**src/rtl/pu_sequencer.sv**
```systemverilog
// -----------------------------------------------------------------------------
// pu_sequencer
//
// Upstream controller for the 8-lane processing unit (PU). It buffers one
// layer's input vector (N_CHUNKS chunks of 8 sign-magnitude bytes), then for
// each neuron streams every chunk to the PU together with that neuron's
// weight chunk and bias, captures the PU's activated output after the last
// chunk, and offers it downstream on a valid/ready stream.
//
// Pipeline per neuron:
//   issue   stage : w_addr/b_addr driven from the chunk/neuron counters
//   present stage : one cycle later the synchronous ROM data is valid and is
//                   handed to the PU alongside the buffered input chunk
//
// Ports:
//   clk, rst_n          clock, asynchronous active-low reset
//   in_valid/in_ready   input chunk handshake (accepted only while loading)
//   in_data   [63:0]    input chunk, byte k feeds lane k
//   w_addr    [AW-1:0]  weight ROM address (n*N_CHUNKS + c)
//   w_data    [63:0]    weight chunk, valid one cycle after w_addr
//   b_addr    [NW-1:0]  bias ROM address (neuron index)
//   b_data    [7:0]     bias, valid one cycle after b_addr
//   pu_x/pu_w [63:0]    operands presented to the PU
//   pu_bias   [7:0]     bias presented to the PU
//   pu_isfirst          restarts the PU accumulator from the bias
//   pu_out    [7:0]     PU activated output (combinational)
//   out_valid/out_ready result handshake
//   out_data  [7:0]     captured neuron result
//   out_idx   [NW-1:0]  neuron index of out_data
//   layer_done          one-cycle pulse after the last result is accepted
// -----------------------------------------------------------------------------
module pu_sequencer #(
    parameter int N_CHUNKS  = 4,
    parameter int N_NEURONS = 8,
    parameter int CW = (N_CHUNKS > 1) ? $clog2(N_CHUNKS) : 1,
    parameter int NW = (N_NEURONS > 1) ? $clog2(N_NEURONS) : 1,
    parameter int AW = (N_NEURONS * N_CHUNKS > 1) ? $clog2(N_NEURONS * N_CHUNKS) : 1
) (
    input  logic          clk,
    input  logic          rst_n,
    input  logic          in_valid,
    output logic          in_ready,
    input  logic [63:0]   in_data,
    output logic [AW-1:0] w_addr,
    input  logic [63:0]   w_data,
    output logic [NW-1:0] b_addr,
    input  logic [7:0]    b_data,
    output logic [63:0]   pu_x,
    output logic [63:0]   pu_w,
    output logic [7:0]    pu_bias,
    output logic          pu_isfirst,
    input  logic [7:0]    pu_out,
    output logic          out_valid,
    input  logic          out_ready,
    output logic [7:0]    out_data,
    output logic [NW-1:0] out_idx,
    output logic          layer_done
);

    typedef enum logic [1:0] {
        S_LOAD    = 2'd0,
        S_COMPUTE = 2'd1,
        S_EMIT    = 2'd2
    } state_t;

    localparam logic [CW-1:0] C_LAST = CW'(N_CHUNKS - 1);
    localparam logic [NW-1:0] N_LAST = NW'(N_NEURONS - 1);

    // The buffer covers the whole index range of the chunk counters, so every
    // index is in bounds even when N_CHUNKS is not a power of two.
    localparam int XDEPTH = 1 << CW;

    state_t        r_state;
    state_t        w_state_next;

    logic [63:0]   r_xbuf [XDEPTH];
    logic [CW-1:0] r_ld_cnt;
    logic [CW-1:0] r_c;
    logic [NW-1:0] r_n;
    logic          r_issue_done;

    // Present-stage pipeline registers (describe the chunk issued last cycle).
    logic          r_p_valid;
    logic [CW-1:0] r_p_chunk;
    logic          r_p_first;
    logic          r_p_last;

    logic          r_out_valid;
    logic [7:0]    r_out_data;
    logic [NW-1:0] r_out_idx;
    logic          r_layer_done;

    logic          w_load_beat;
    logic          w_last_load;
    logic          w_issue;
    logic          w_capture;
    logic          w_accept;
    logic          w_last_neuron;

    assign w_load_beat   = (r_state == S_LOAD) && in_valid;
    assign w_last_load   = w_load_beat && (r_ld_cnt == C_LAST);
    assign w_issue       = (r_state == S_COMPUTE) && !r_issue_done;
    assign w_capture     = (r_state == S_COMPUTE) && r_p_valid && r_p_last;
    assign w_accept      = (r_state == S_EMIT) && r_out_valid && out_ready;
    assign w_last_neuron = (r_n == N_LAST);

    // -------------------------------------------------------------------------
    // FSM state register
    // -------------------------------------------------------------------------
    always_ff @(posedge clk or negedge rst_n) begin
        // NOTE: sequential state is written with non-blocking assignments so
        // every register samples the pre-edge values of its neighbours.
        if (!rst_n) begin
            r_state <= S_LOAD;
        end else begin
            r_state <= w_state_next;
        end
    end

    // -------------------------------------------------------------------------
    // FSM next-state and state-decoded outputs
    // -------------------------------------------------------------------------
    always_comb begin
        // NOTE: every signal driven here gets a default first, so no path
        // through the case statement can infer a latch.
        w_state_next = r_state;
        in_ready     = 1'b0;
        case (r_state)
            S_LOAD: begin
                in_ready = 1'b1;
                if (w_last_load) begin
                    w_state_next = S_COMPUTE;
                end
            end
            S_COMPUTE: begin
                if (w_capture) begin
                    w_state_next = S_EMIT;
                end
            end
            S_EMIT: begin
                if (w_accept) begin
                    w_state_next = w_last_neuron ? S_LOAD : S_COMPUTE;
                end
            end
            default: begin
                w_state_next = S_LOAD;
            end
        endcase
    end

    // -------------------------------------------------------------------------
    // Input vector buffer
    // -------------------------------------------------------------------------
    // NOTE: the buffer is deliberately left out of reset: it is always fully
    // rewritten in LOAD before any entry is read, so clearing it buys nothing.
    always_ff @(posedge clk) begin
        if (w_load_beat) begin
            r_xbuf[r_ld_cnt] <= in_data;
        end
    end

    // -------------------------------------------------------------------------
    // Counters and issue-stage control
    // -------------------------------------------------------------------------
    always_ff @(posedge clk or negedge rst_n) begin
        if (!rst_n) begin
            r_ld_cnt     <= '0;
            r_c          <= '0;
            r_n          <= '0;
            r_issue_done <= 1'b0;
        end else begin
            if (w_last_load) begin
                r_ld_cnt <= '0;
            end else if (w_load_beat) begin
                r_ld_cnt <= r_ld_cnt + 1'b1;
            end

            if (w_last_load) begin
                r_n          <= '0;
                r_c          <= '0;
                r_issue_done <= 1'b0;
            end else if (w_issue) begin
                // The chunk counter parks on the last chunk instead of
                // wrapping, so w_addr stays put while the result waits.
                if (r_c == C_LAST) begin
                    r_issue_done <= 1'b1;
                end else begin
                    r_c <= r_c + 1'b1;
                end
            end else if (w_accept) begin
                r_c          <= '0;
                r_issue_done <= 1'b0;
                r_n          <= w_last_neuron ? '0 : r_n + 1'b1;
                if (w_last_neuron) begin
                    r_ld_cnt <= '0;
                end
            end
        end
    end

    // -------------------------------------------------------------------------
    // Present-stage pipeline: follows the issue stage by one cycle so the ROM
    // data and the buffered chunk line up.
    // -------------------------------------------------------------------------
    always_ff @(posedge clk or negedge rst_n) begin
        if (!rst_n) begin
            r_p_valid <= 1'b0;
            r_p_chunk <= '0;
            r_p_first <= 1'b0;
            r_p_last  <= 1'b0;
        end else begin
            r_p_valid <= w_issue;
            if (w_issue) begin
                r_p_chunk <= r_c;
                r_p_first <= (r_c == '0);
                r_p_last  <= (r_c == C_LAST);
            end
        end
    end

    // -------------------------------------------------------------------------
    // Result capture and output stream
    // -------------------------------------------------------------------------
    always_ff @(posedge clk or negedge rst_n) begin
        if (!rst_n) begin
            r_out_valid  <= 1'b0;
            r_out_data   <= '0;
            r_out_idx    <= '0;
            r_layer_done <= 1'b0;
        end else begin
            r_layer_done <= w_accept && w_last_neuron;
            if (w_capture) begin
                r_out_valid <= 1'b1;
                r_out_data  <= pu_out;
                r_out_idx   <= r_n;
            end else if (w_accept) begin
                r_out_valid <= 1'b0;
            end
        end
    end

    // -------------------------------------------------------------------------
    // Output drive
    // -------------------------------------------------------------------------
    assign w_addr = AW'(32'(r_n) * N_CHUNKS + 32'(r_c));
    assign b_addr = r_n;

    // Idle cycles present all-zero operands so a stray accumulate is harmless;
    // every neuron still restarts from its bias through pu_isfirst.
    assign pu_x       = r_p_valid ? r_xbuf[r_p_chunk] : '0;
    assign pu_w       = r_p_valid ? w_data : '0;
    assign pu_bias    = r_p_valid ? b_data : '0;
    assign pu_isfirst = r_p_valid & r_p_first;

    assign out_valid  = r_out_valid;
    assign out_data   = r_out_data;
    assign out_idx    = r_out_idx;
    assign layer_done = r_layer_done;

endmodule

```
**config.mk**
```make
export PLATFORM = sky130hd
export DESIGN_NAME = pu_sequencer
export DESIGN_NICKNAME = d
export VERILOG_FILES = /design/src/rtl/pu_sequencer.sv
export SDC_FILE = /design/constraint.sdc
export NUM_CORES = 1
export LEC_CHECK = 0
export ABC_AREA = 1
export BUFFER_PORTS_ARGS = -buffer_cell sky130_fd_sc_hd__buf_2
export CAP_MARGIN = 20
export CORE_ASPECT_RATIO = 0.8
export CORE_MARGIN = 10
export CORE_UTILIZATION = 35
export CTS_BUF_LIST = sky130_fd_sc_hd__clkbuf_16
export CTS_CLUSTER_SIZE = 28
export DETAILED_ROUTE_END_ITERATION = 10
export GPL_ROUTABILITY_DRIVEN = 0
export GPL_TIMING_DRIVEN = 0
export PLACE_DENSITY = 0.67
export SYNTH_ARGS = -nofsm -noshare
export SYNTH_HDL_FRONTEND = slang
export SYNTH_SLANG_ARGS = --single-unit
```
**constraint.sdc**
```tcl
create_clock -name clk -period 4.55 [get_ports clk]
set_input_delay 0.455 -clock clk [delete_from_list [all_inputs] [get_ports clk]]
set_output_delay 0.455 -clock clk [all_outputs]
set_load 0.02 [all_outputs]
```
==> results of run 1 <==
==> flip-flops by register name, indices dropped and copies added (netlist names) <==
register	cells
r_xbuf	256
layer_done	1
r_ld_cnt	2
r_state	2
r_issue_done	1
r_p_chunk	2
r_c	2
r_p_first	1
out_valid	1
out_idx	3
r_p_last	1
r_p_valid	1
b_addr	3
out_data	8
==> cell usage after synthesis <==
master | number | area, um2
a21oi_1 | 66 | 330.3
buf_1 | 4 | 15.01
buf_2 | 16 | 80.08
buf_4 | 17 | 127.6
clkbuf_1 | 23 | 86.33
dfrtp_1 | 28 | 700.7
edfxtp_1 | 256 | 7687
ha_1 | 8 | 100.1
inv_1 | 100 | 375.4
inv_2 | 3 | 11.26
nand2_1 | 109 | 409.1
nand3_1 | 8 | 40.04
nand3_2 | 1 | 10.01
nand4_1 | 1 | 6.260
nor2_1 | 264 | 991.0
o21ai_0 | 138 | 690.7
o21ai_1 | 9 | 45.04
xor2_1 | 1 | 8.760
==> final timing paths <==
kind	end	slack, ns	from
max in group asynchronous	r_p_chunk[0]$_DFFE_PN0P_	3.65	rst_n
min	r_xbuf[3][59]$_DFFE_PP_	0.13	in_data[59]
max reg2reg	r_xbuf[2][26]$_DFFE_PP_	2.09	r_state[0]$_DFFE_PN0P_
max	pu_x[44]	1.72	r_p_chunk[0]$_DFFE_PN0P_
min in group asynchronous	out_data[5]$_DFFE_PN0P_	0.47	rst_n
min reg2reg	out_data[0]$_DFFE_PN0P_	0.48	out_data[0]$_DFFE_PN0P_
==> power breakdown <==
part | switching [mW] | internal [mW]
Sequential | 0.138 | 3.36
Combinational | 2.18 | 0.896
Clock | 0.956 | 1.32
==> routing by layer <==
metal	global-route usage (%)	routed length (um)
met1	19.77	14240
met2	26.55	16390
met3	3.699	2222
met4	4.806	869
met5	0	7
==> cells by family (layout without fill, tap and decap cells) <==
| family | after synthesis | after routing | synth area share [%] |
|---|---|---|---|
| compound gates | 213 | 213 | 9.100 |
| xor+xnor | 1 | 1 | 0.07478 |
| fa+ha+maj | 8 | 8 | 0.8545 |
| buf+inv | 163 | 530 | 5.938 |
| flops | 284 | 284 | 71.60 |
| other cells | 0 | 2 | 0 |
| simple gates | 383 | 383 | 12.43 |
==> stage by stage <==
stage | std cells | power (mW)
finish | 1848 | 8.855
global route | 1848 | 9.382
CTS | 1846 | 8.957
detailed placement | 1792 | 6.667
global placement | 1785 | 6.580
floorplan | 1052 | 5.439
==> timing repair <==
item                      CTS  global route
hold endpoints to repair   28             0
setup buffers               0             0
hold buffers                1             0
==> cell type report <==
type	instances	area share [%]
antenna	2	0.03362
buffer	60	2.076
clock buffer	29	4.875
clock inverter	24	1.294
inverter	103	2.614
multi-input combinational	605	17.83
sequential	284	56.35
tap	427	3.589
timing repair buffer	314	11.35
==> results.toml, run 1 <==
[placement]
placedInstanceArea_mm2 = 0.01395
hpwl_um = 23770
numPortBuffers = 306
place_ws_ns = 2.098

[run_status]
status = "finished clean"

[yosys]
ys_ff_latch = 284
syn_area_mm2 = 0.01171
syn_nets = 1208
yosysSeqAreaShare_pct = 71.60
yosysUniqueCellTypes = 18
synthCells = 1052
yosys_warnings = 0
synth_area_per_cell_um2 = 11.14

[pwr]
p_per_area_mw_per_mm2 = 594.8
peakVddDrop_mv = 0.3715
leakagePower_nw = 6.657

[sta]
setup_viol = 0
hold_violations = 0
period_minus_slack_ns = 2.830
tns_ns = 0
worst_pin_slew_ns = 0.7920
fin_crit_sh_pct = 62.21
whs_ns = 0.1266
relSlewSlack_pct = 47.07
finalClockSkew_ns = 0.01023
max_freq_mhz = 353.3
rsz0062_at_grt = "no"
setup_ws_ns = 1.720
final_max_slew_viol_count = 0

[drt]
vias = 8725
wl_per_cell_um = 18.25
drt-vias-per-instance = 4.721
postRouteAntennaNets = 0
drc = 0
drt-total-wl_um = 33730
firstDrtPassIters = 5
drt_iter0_drc = 676

[global_routing]
grt_overflow = 0
grt_pass1_vias = 8897
track_usage_pct = 15.75
grt_pass1_wl_um = 50920
grt_start_max_net_pins = 42
antenna_found_initial = 5

[floorplan]
initial_core_util_pct = 35.74
fp-row-count = 59
io_pins = 307
core_mm2 = 0.03278
die_y_um = 183.6
die_w_um = 224.5
die-area_mm2 = 0.04123

[critical_path]
worstSetupPathDepth = 6
crit_type = "reg -> out"
cp_top_family = "buffers and inverters"
cp_cell_sequence = "inv_2 -> buf_2 -> clkbuf_1 -> o21ai_0 -> a21oi_1 -> buf_2"
crit_path_max_incr_delay_ns = 0.43
crit_arrival_ns = 2.38
required_ns = 4.09
critical_path_buf_inv_count = 4
reg2regPathDepth = 5
start_kind = "flop"
critPathMaxFanout = 10
cp_slowest_cell = "dfrtp_1"
crit_top_cell = "buf_2"
endpoint_kind = "primary output"

[layout]
multiInputGateArea_mm2 = 0.002654
nets = 1553
fin_util_pct = 45.42
most-common-layout-cells = "buf_2 (322), nor2_1 (261), edfxtp_1 (256)"
regArea_mm2 = 0.008388
area_growth_pct = 27.07
stdcell_area_mm2 = 0.01489
drive_gt1_share_pct = 27.77
mostFrequentLayoutCell = "buf_2"
fillers = 3031

[clock_network]
cts_max_path_buffers = 3
clock-sinks = 284
clkLatencyLatePin_ns = 0.54
htreeDepth = 1
cts.clk_slew.worst_paths_ns = 0.06
numCtsBuffers = 29
cts_tree = "done"
root_buffer = "clkbuf_16"
cts_resized = 0

[flow_run]
drv_cap = 0

[min_path]
hold_class = "in -> reg"
holdPathStages = 1
No activity file was read; power rests on OpenSTA's default activity.
==> inputs of run 2 (changes only) <==
Clock period 4.55 ns to 2.67 ns, I/O delays scaled along.
==> results.toml, run 2 (synthesized netlist as in run 1, its figures left out) <==
[run_status]
status = "finished clean"

[sta]
fin_crit_sh_pct = 92.87
period_minus_slack_ns = 2.480
max_freq_mhz = 403.3
rsz0062_at_grt = "no"
finalClockSkew_ns = 0.01334
final_max_slew_viol_count = 0
hold_violations = 0
worst_pin_slew_ns = 0.8122
setup_viol = 0
relSlewSlack_pct = 45.73
whs_ns = 0.03326

[layout]
area_growth_pct = 33.42
largest-register = "r_xbuf"
fillers = 2954
largest_register_ffs = 256
nets = 1627
stdcell_area_mm2 = 0.01563
most-common-layout-cells = "buf_2 (322), nor2_1 (261), edfxtp_1 (256)"
mostFrequentLayoutCell = "buf_2"
fin_util_pct = 47.69
drive_gt1_share_pct = 27.36

[drt]
wl_per_cell_um = 18.72
drt-total-wl_um = 35930
drc = 0
drt_iter0_drc = 722
firstDrtPassIters = 5
vias = 9039
drt-vias-per-instance = 4.708
postRouteAntennaNets = 0

[critical_path]
crit_path_max_incr_delay_ns = 0.43
start_kind = "flop"
cp_slowest_cell = "dfrtp_1"
r2r-end = "r_xbuf[1][26]$_DFFE_PP_"
crit_start = "r_p_chunk[0]$_DFFE_PN0P_"
critPathMaxFanout = 10
endpoint_kind = "primary output"
crit_arrival_ns = 2.21
cp_cell_sequence = "inv_2 -> buf_2 -> clkbuf_2 -> o21ai_0 -> a21oi_1 -> buf_2"
reg2regPathDepth = 5
crit_type = "reg -> out"
required_ns = 2.40
r2r_start = "r_state[0]$_DFFE_PN0P_"
r2r_slack_ns = 0.21
crit_top_cell = "buf_2"

[min_path]
holdPathStages = 4
whs_endpoint = "r_state[1]$_DFFE_PN0P_"
hp-start = "out_ready"
hold_class = "in -> reg"

[floorplan]
die_y_um = 183.6
initial_core_util_pct = 35.74
io_pins = 307
die_w_um = 224.5
core_mm2 = 0.03278
die-area_mm2 = 0.04123
fp-row-count = 59

[clock_network]
root_buffer = "clkbuf_16"
cts_max_path_buffers = 3
cts.clk_slew.worst_paths_ns = 0.07
clkLatencyLatePin_ns = 0.55
clock-sinks = 284
htreeDepth = 1
numCtsBuffers = 29
cts_tree = "done"
cts_setup_buffers = 0

[pwr]
peakVddDrop_mv = 0.5926
leakagePower_nw = 7.009
power_mw = 15.22
p_per_area_mw_per_mm2 = 973.7

[global_routing]
grt_start_max_net_pins = 36
grt_overflow = 0
grt_pass1_vias = 9176
grt_pass1_wl_um = 54110
antenna_found_initial = 1
track_usage_pct = 16.92

[placement]
hpwl_um = 24850
numPortBuffers = 306
placedInstanceArea_mm2 = 0.01397

[flow_run]
drv_cap = 0
run 2: per-layer routing:
layer / vias to the layer above / share of wire (%) / global-route usage, %
li1: 4366 / - / -
met5: - / 0 / 0
met1: 4322 / 42 / 21.83
met2: 310 / 48 / 27.71
met4: 0 / 1.9 / 4.154
met3: 41 / 7.5 / 4.656
run 2: area by class of cell:
cell class	count	area [um2]	share of cell area, %
Tap cell	427	534.3	3.418
Sequential cell	284	8388	53.67
Antenna cell	2	5.005	0.03202
Buffer	60	327.8	2.097
Timing Repair Buffer	388	2432	15.56
Clock buffer	29	725.7	4.643
Multi-Input combinational cell	605	2654	16.98
Clock inverter	22	172.7	1.105
Inverter	103	390.4	2.498
run 2: worst max-delay path: cells and delay by family (launching register included):
kind,cells,cell delay (ns)
DFF,1,0.43
buffers and inverters,4,0.86
AOI/OAI and AO/OA,2,0.35
run 2: worst max path at each step:
| stage | endpoint | slack [ns] | cells after the start |
|---|---|---|---|
| 3_5_place_dp | r_xbuf[1][25]$_DFFE_PP_ | 0.21 | 5 |
| 4_1_cts | pu_x[52] | 0.02 | 6 |
| 3_3_place_gp | r_xbuf[2][16]$_DFFE_PP_ | -1.65 | 3 |
| 2_1_floorplan | r_xbuf[0][0]$_DFFE_PP_ | -0.53 | 3 |
| 6_report | pu_x[56] | 0.19 | 6 |
| 5_1_grt | pu_x[32] | 0.002 | 6 |
run 2: power by group:
part | switching, mW | leakage [nW] | internal [mW]
registers | 0.244 | 2.68 | 5.73
clock network | 1.65 | 0.467 | 2.24
logic | 3.73 | 3.87 | 1.63
total | 5.62 | 7.01 | 9.60
run 2: stage by stage:
stage	setup TNS, ns	std cells	setup WS [ns]
6_report	0	1920	0.1904
3_3_place_gp	-343.78	1785	-1.650
3_5_place_dp	0	1793	0.2095
2_1_floorplan	-102.66	1052	-0.5347
4_1_cts	0	1918	0.02185
5_1_grt	0	1919	0.001617
run 2: timing repair:
| item | CTS | global route |
|---|---|---|
| endpoints found under the setup margin | 13 | 28 |
| endpoints found under the hold margin | 293 | 0 |
| pin swaps | 0 | 0 |
| hold buffers | 74 | 0 |
| resized for setup | 3 | 22 |
